[config.mk]
export PLATFORM = sky130hd
export DESIGN_NAME = nt_level_accumulator
export DESIGN_NICKNAME = d
export VERILOG_FILES = /design/src/rtl/nt_pkg.sv /design/src/rtl/nt_tick_prescaler.sv /design/src/rtl/nt_level_accumulator.sv
export SDC_FILE = /design/constraint.sdc
export NUM_CORES = 1
export LEC_CHECK = 0
export CAP_MARGIN = 0
export CORE_MARGIN = 2
export CORE_UTILIZATION = 35
export DETAILED_ROUTE_END_ITERATION = 8
export GPL_TIMING_DRIVEN = 1
export PLACE_DENSITY = 0.65
export SYNTH_ARGS = -nofsm -noshare
export SYNTH_HDL_FRONTEND = slang
export SYNTH_SLANG_ARGS = --single-unit
[constraint.sdc]
create_clock -name clk -period 7.1 [get_ports clk]
set_input_delay 1.065 -clock clk [delete_from_list [all_inputs] [get_ports clk]]
set_output_delay 1.065 -clock clk [all_outputs]
set_load 0.01 [all_outputs]
[src/rtl/nt_pkg.sv]
// Shared encodings for the neurotransmitter level accumulator.
// Band codes name the four quarters of the level range.
package nt_pkg;

   typedef enum logic [1:0] {
      BAND_LOW    = 2'b00,
      BAND_MID_LO = 2'b01,
      BAND_MID_HI = 2'b10,
      BAND_HIGH   = 2'b11
   } nt_band_e;

   // Default band of a level is its top two bits (quarter of the range).
   function automatic logic [1:0] band_of_msbs(input logic [1:0] msbs);
      return msbs;
   endfunction

endpackage

[src/rtl/nt_tick_prescaler.sv]
// Divides the en strobe by PRESC_DIV; tick fires combinationally on the
// en cycle that completes a group of PRESC_DIV pulses.
module nt_tick_prescaler #(
   parameter int PRESC_DIV = 4
) (
   input  logic clk,
   input  logic rst_n,
   input  logic en,
   output logic tick
);

   localparam int CW = (PRESC_DIV > 1) ? $clog2(PRESC_DIV) : 1;

   logic [CW-1:0] cnt_q, cnt_d;

   assign tick = en && (cnt_q == CW'(PRESC_DIV - 1));

   always_comb begin
      cnt_d = cnt_q;
      if (en) begin
         cnt_d = tick ? '0 : cnt_q + 1'b1;
      end
   end

   always_ff @(posedge clk or negedge rst_n) begin
      if (!rst_n) begin
         cnt_q <= '0;
      end else begin
         cnt_q <= cnt_d;
      end
   end

endmodule

[src/rtl/nt_level_accumulator.sv]
// Saturating neurotransmitter level with prescaled updates and idle decay
// toward baseline. Define NT_HYSTERESIS_EN for a registered, hysteretic band.
module nt_level_accumulator
   import nt_pkg::*;
#(
   parameter int LEVEL_W     = 8,
   parameter int PRESC_DIV   = 4,
   parameter int FAST_STEP   = 4,
   parameter int DECAY_DIV   = 8,
   parameter int HYST        = 4,
   parameter int RESET_LEVEL = 2 ** (LEVEL_W - 1)
) (
   input  logic               clk,
   input  logic               rst_n,
   input  logic               en,
   input  logic               inc,
   input  logic               dec,
   input  logic               fast,
   input  logic [LEVEL_W-1:0] baseline,
   output logic [LEVEL_W-1:0] level,
   output logic [1:0]         band,
   output logic               sat_hi,
   output logic               sat_lo
);

   localparam int Q      = 2 ** (LEVEL_W - 2);
   localparam int DCNT_W = (DECAY_DIV > 1) ? $clog2(DECAY_DIV) : 1;
   localparam logic [LEVEL_W-1:0] RST_LVL = LEVEL_W'(RESET_LEVEL);
   localparam logic [LEVEL_W-1:0] LVL_MAX = '1;

   if (LEVEL_W < 4 || PRESC_DIV < 1 || FAST_STEP < 1 || DECAY_DIV < 1 ||
       FAST_STEP >= 2 ** LEVEL_W || HYST < 0 || HYST >= Q / 2) begin : g_param_chk
      $error("nt_level_accumulator: parameter out of range");
   end

   logic                tick;
   logic [LEVEL_W-1:0]  level_q, level_d;
   logic [DCNT_W-1:0]   dcnt_q, dcnt_d;
   logic [LEVEL_W:0]    step;

   // One-bit-wider arithmetic; the extra bit flags overflow/borrow.
   function automatic logic [LEVEL_W-1:0] sat_add(input logic [LEVEL_W-1:0] a,
                                                  input logic [LEVEL_W:0]   s);
      logic [LEVEL_W:0] r;
      r = {1'b0, a} + s;
      return r[LEVEL_W] ? LVL_MAX : r[LEVEL_W-1:0];
   endfunction

   function automatic logic [LEVEL_W-1:0] sat_sub(input logic [LEVEL_W-1:0] a,
                                                  input logic [LEVEL_W:0]   s);
      logic [LEVEL_W:0] r;
      r = {1'b0, a} - s;
      return r[LEVEL_W] ? '0 : r[LEVEL_W-1:0];
   endfunction

   nt_tick_prescaler #(
      .PRESC_DIV(PRESC_DIV)
   ) u_presc (
      .clk  (clk),
      .rst_n(rst_n),
      .en   (en),
      .tick (tick)
   );

   assign step = fast ? (LEVEL_W + 1)'(FAST_STEP) : (LEVEL_W + 1)'(1);

   always_comb begin
      level_d = level_q;
      dcnt_d  = dcnt_q;
      if (tick) begin
         if (dec) begin
            level_d = sat_sub(level_q, step);
            dcnt_d  = '0;
         end else if (inc) begin
            level_d = sat_add(level_q, step);
            dcnt_d  = '0;
         end else if (dcnt_q == DCNT_W'(DECAY_DIV - 1)) begin
            dcnt_d = '0;
            if (level_q < baseline) begin
               level_d = level_q + 1'b1;
            end else if (level_q > baseline) begin
               level_d = level_q - 1'b1;
            end
         end else begin
            dcnt_d = dcnt_q + 1'b1;
         end
      end
   end

   always_ff @(posedge clk or negedge rst_n) begin
      if (!rst_n) begin
         level_q <= RST_LVL;
         dcnt_q  <= '0;
      end else begin
         level_q <= level_d;
         dcnt_q  <= dcnt_d;
      end
   end

   assign level  = level_q;
   assign sat_hi = (level_q == LVL_MAX);
   assign sat_lo = (level_q == '0);

`ifdef NT_HYSTERESIS_EN
   logic [1:0] band_q, band_d;
   int         up_thr, dn_thr;

   // Moves at most one band per cycle, so large level jumps take several cycles.
   always_comb begin
      band_d = band_q;
      up_thr = (int'(band_q) + 1) * Q + HYST;
      dn_thr = int'(band_q) * Q - HYST;
      if (band_q != BAND_HIGH && int'(level_q) >= up_thr) begin
         band_d = band_q + 1'b1;
      end else if (band_q != BAND_LOW && int'(level_q) < dn_thr) begin
         band_d = band_q - 1'b1;
      end
   end

   always_ff @(posedge clk or negedge rst_n) begin
      if (!rst_n) begin
         band_q <= band_of_msbs(RST_LVL[LEVEL_W-1 -: 2]);
      end else begin
         band_q <= band_d;
      end
   end

   assign band = band_q;
`else
   assign band = band_of_msbs(level_q[LEVEL_W-1 -: 2]);
`endif

endmodule
==> impl_metrics.py <==
metrics = {
    "power": {
        "combPwrFrac_pct": 70.9,
        "internal-power_uw": 462,
        "ir_worst_vdd_mv": 0.204,
        "p_switching_uw": 419,
        "pwr-share-seq_pct": 21.6,
        "p_sw_share_pct": 47.6,
        "clock_group_share_of_total_power_pct": 7.5,
        "p_per_area_nw_per_um2": 441,
        "total_leakage_power_uw": 0.000873,
    },
    "yosys": {
        "netlist.top_cell.by_area": "sky130_fd_sc_hd__dfrtp_1",
        "syn_area_per_cell_um2": 8.56,
        "top_cell_type_s_share_of_synthesized_area_pct": 17.8,
        "netlist-cell-type-count": 62,
        "syn-cell-area_um2": 1690,
        "synth.top_cells.by_area": "sky130_fd_sc_hd__dfrtp_1 18%, sky130_fd_sc_hd__ha_1 18%, sky130_fd_sc_hd__xnor2_1 3.6%, sky130_fd_sc_hd__inv_1 3.3%, sky130_fd_sc_hd__o21ai_0 3.3%",
        "sequential_area_share_after_synthesis_pct": 19.4,
        "synth_seq_cells": 13,
        "syn-instance-count": 197,
        "syn_nets": 236,
        "synth_async_sr_flop_share_pct": 100,
        "top_count_cell_post_synth": "sky130_fd_sc_hd__ha_1",
        "ys_warn_count": 0,
        "synth.cells.most_frequent": "24 x sky130_fd_sc_hd__ha_1, 15 x sky130_fd_sc_hd__inv_1, 13 x sky130_fd_sc_hd__nand2_1, 12 x sky130_fd_sc_hd__dfrtp_1",
        "synth-edff-count": 0,
        "ys.flop_type": "sky130_fd_sc_hd__dfrtp_1",
    },
    "clock_network": {
        "cts_inserted_buffers": 3,
        "cts-hold-fix-buffers": 0,
        "cts.htree.levels": 1,
        "clk_transition_reported_paths_ns": 0.05,
        "clock_sink_count": 13,
        "post_cts_setup_buffer_count": 0,
        "ctsRootBufferMaster": "sky130_fd_sc_hd__clkbuf_8",
        "max-clock-path-buffers": 2,
        "clock_latency_ns": 0.24,
        "post_cts_resized": 0,
        "tritoncts_clock_tree": "built",
    },
    "finish": {
        "final_core_util_pct": 42.5,
        "synthToLayoutAreaGrowth_pct": 18.3,
        "design.final.nets": 257,
        "post_route_cells_drive_above_1_share_pct": 7.37,
        "antenna-diode-count": 0,
    },
    "global_routing": {
        "antenna_found_initial": 0,
        "largest_net_degree_at_the_start_of_global_routing": 17,
        "wire_length_of_the_first_global_routing_pass_um": 6720,
        "number_of_global_route_vias_before_repair": 1468,
        "global_route.overflow_total": 0,
        "global_route.usage.total_pct": 15.5,
    },
    "floorplanning": {
        "die_width_um": 73.4,
        "placementRows": 25,
        "core_area_um2": 4690,
        "floorplan.initialDensity_pct": 35.9,
        "fp.dieH_um": 73.4,
        "ioPinCount": 26,
        "dieArea_um2": 5390,
    },
    "min_path": {
        "worst_hold_path.num_cells": 1,
        "hold_start": "u_presc.cnt_q[0]$_DFFE_PN0P_",
        "hp-class": "flop to flop",
        "hold_path_endpoint": "u_presc.cnt_q[0]$_DFFE_PN0P_",
    },
    "sta": {
        "drv_slew": 0,
        "setup-violations-final": 0,
        "worst_slew_pin_slew_ns": 0.598,
        "clock_skew_ns": 0.00253,
        "final_min_period_over_clock_period_pct": 58.4,
        "finalHoldViolCount": 0,
        "maxSlewHeadroom_pct": 60.0,
        "tns_ns": 0,
        "clock.fmax_mhz": 241,
        "setup_repair_after_global_routing_missed_its_margin": "false",
        "post-route-min-period_ns": 4.15,
    },
    "outcome": {
        "status": "complete, no violations",
    },
    "setup_path": {
        "r2r.worst_path.cells": 12,
        "critPathArrivalTime_ns": 4.33,
        "crit-reg2reg-capture": "level[6]$_DFFE_PN0P_",
        "critical_path_peak_fanout": 8,
        "end_kind": "flop",
        "timing.rr.start": "level[1]$_DFFE_PN0P_",
        "cp-start-kind": "primary input",
        "setup.worst_path.class": "primary input to flop",
        "worstPathRequired_ns": 7.28,
        "timing.reg2reg.setup_slack_ns": 3.63,
    },
    "run": {
        "drv_cap": 0,
    },
    "drt": {
        "drtAntennaViolNets": 0,
        "detail_route.iter0.violations": 66,
        "routed_wl_um": 3850,
        "dr_total_vias": 1521,
        "vias_per_cell": 5.61,
        "route.detailed.wl_per_inst_um": 14.2,
        "drt_drc_violations_left": 0,
        "firstDrtPassIters": 4,
    },
    "placed_design": {
        "port-buffer-count": 25,
        "dp_hpwl_um": 3000,
        "gp_routability_congestion": 0.809,
    },
}
## worst max-delay path by stage
stage / endpoint / cells past startpoint / slack [ns] / start
CTS: level[6]$_DFFE_PN0P_ / 14 / 2.94 / baseline[1]
global route: level[6]$_DFFE_PN0P_ / 14 / 2.69 / baseline[1]
global placement: level[6]$_DFFE_PN0P_ / 14 / 2.79 / baseline[1]
floorplan: level[6]$_DFFE_PN0P_ / 13 / 3.45 / baseline[1]
finish: level[6]$_DFFE_PN0P_ / 14 / 2.95 / baseline[1]
detailed placement: level[6]$_DFFE_PN0P_ / 14 / 2.73 / baseline[1]
## layout make-up
| class | count | area, um^2 |
|---|---|---|
| inverters | 15 | 56.3 |
| flip-flops and latches | 13 | 327 |
| multi-input cells | 160 | 1250 |
| clock buffers | 4 | 45.0 |
| fillers | 499 | 2700 |
| repair buffers | 25 | 250 |
| well taps | 54 | 67.6 |
## through the flow
| step | instances | setup WS [ns] | instance area [um^2] | hold slack (ns) | power, uW |
|---|---|---|---|---|---|
| after floorplan | 197 | 3.45 | 1690 | 0.457 | 655 |
| after global placement | 267 | 2.79 | 1950 | 0.476 | 812 |
| after detailed placement | 267 | 2.73 | 1950 | 0.493 | 815 |
| after CTS | 271 | 2.94 | 2000 | 0.501 | 886 |
| after global routing | 271 | 2.69 | 2000 | 0.520 | 976 |
| final | 271 | 2.95 | 2000 | 0.495 | 881 |
## logic make-up after synthesis
family | count (synthesis) | synth area share, %
DFF | 13 | 19.4
adders and majority gates | 25 | 19.0
muxes | 3 | 1.85
AOI/OAI and AO/OA | 67 | 30.2
buffers and inverters | 24 | 6.53
xor gates and xnor gates | 7 | 3.64
and+or+nand+nor | 58 | 19.4
## worst max-delay path: stages
cell and delay, ns:
sky130_fd_sc_hd__clkdlybuf4s50_1 0.45, sky130_fd_sc_hd__inv_1 0.04, sky130_fd_sc_hd__ha_1 0.30, sky130_fd_sc_hd__nor2b_4 0.13, sky130_fd_sc_hd__o211a_4 0.23, sky130_fd_sc_hd__o21ai_0 0.18, sky130_fd_sc_hd__nand2b_1 0.25, sky130_fd_sc_hd__fa_1 0.49
sky130_fd_sc_hd__a21o_1 0.18, sky130_fd_sc_hd__a21oi_1 0.26, sky130_fd_sc_hd__nor2b_1 0.08, sky130_fd_sc_hd__o311a_1 0.33, sky130_fd_sc_hd__o211ai_1 0.15, sky130_fd_sc_hd__a32o_1 0.18
## flip-flops by register name (all words and copies together), names as in the netlist
register,cells
level,8
u_presc.cnt_q,2
dcnt_q,3
## metal layers
layer / track usage (%) / wire (um) / up-vias / part of all wire [%]
met5: 0 / 0 / - / 0
met4: 2.42 / 19 / 0 / 0.49
met3: 2.47 / 103 / 2 / 2.7
met2: 26.1 / 1810 / 26 / 47
met1: 21.3 / 1930 / 711 / 50
li1: - / - / 782 / -
## cells in the final DEF (no fill, tap or decap), drive strengths merged, types with 3 or more instances in the layout
cell type / n
nor2b: 4
o21ai: 18
nand2: 13
a22o: 5
a21oi: 10
nor3: 7
nor2: 11
dfrtp: 12
a21o: 5
clkdlybuf4s50: 25
inv: 15
or3: 5
o211ai: 3
nand4: 3
clkbuf: 4
nand2b: 7
ha: 24
xnor2: 7
## power by group through the flow
stage          clock (uW)  sequential, uW  combinational (uW)
6_report             66.0             190                 625
5_1_grt              72.2             199                 705
4_1_cts              67.9             190                 627
3_5_place_dp            0             192                 623
3_3_place_gp            0             191                 621
2_1_floorplan           0             156                 498
No activity file was read; power rests on OpenSTA's default activity.
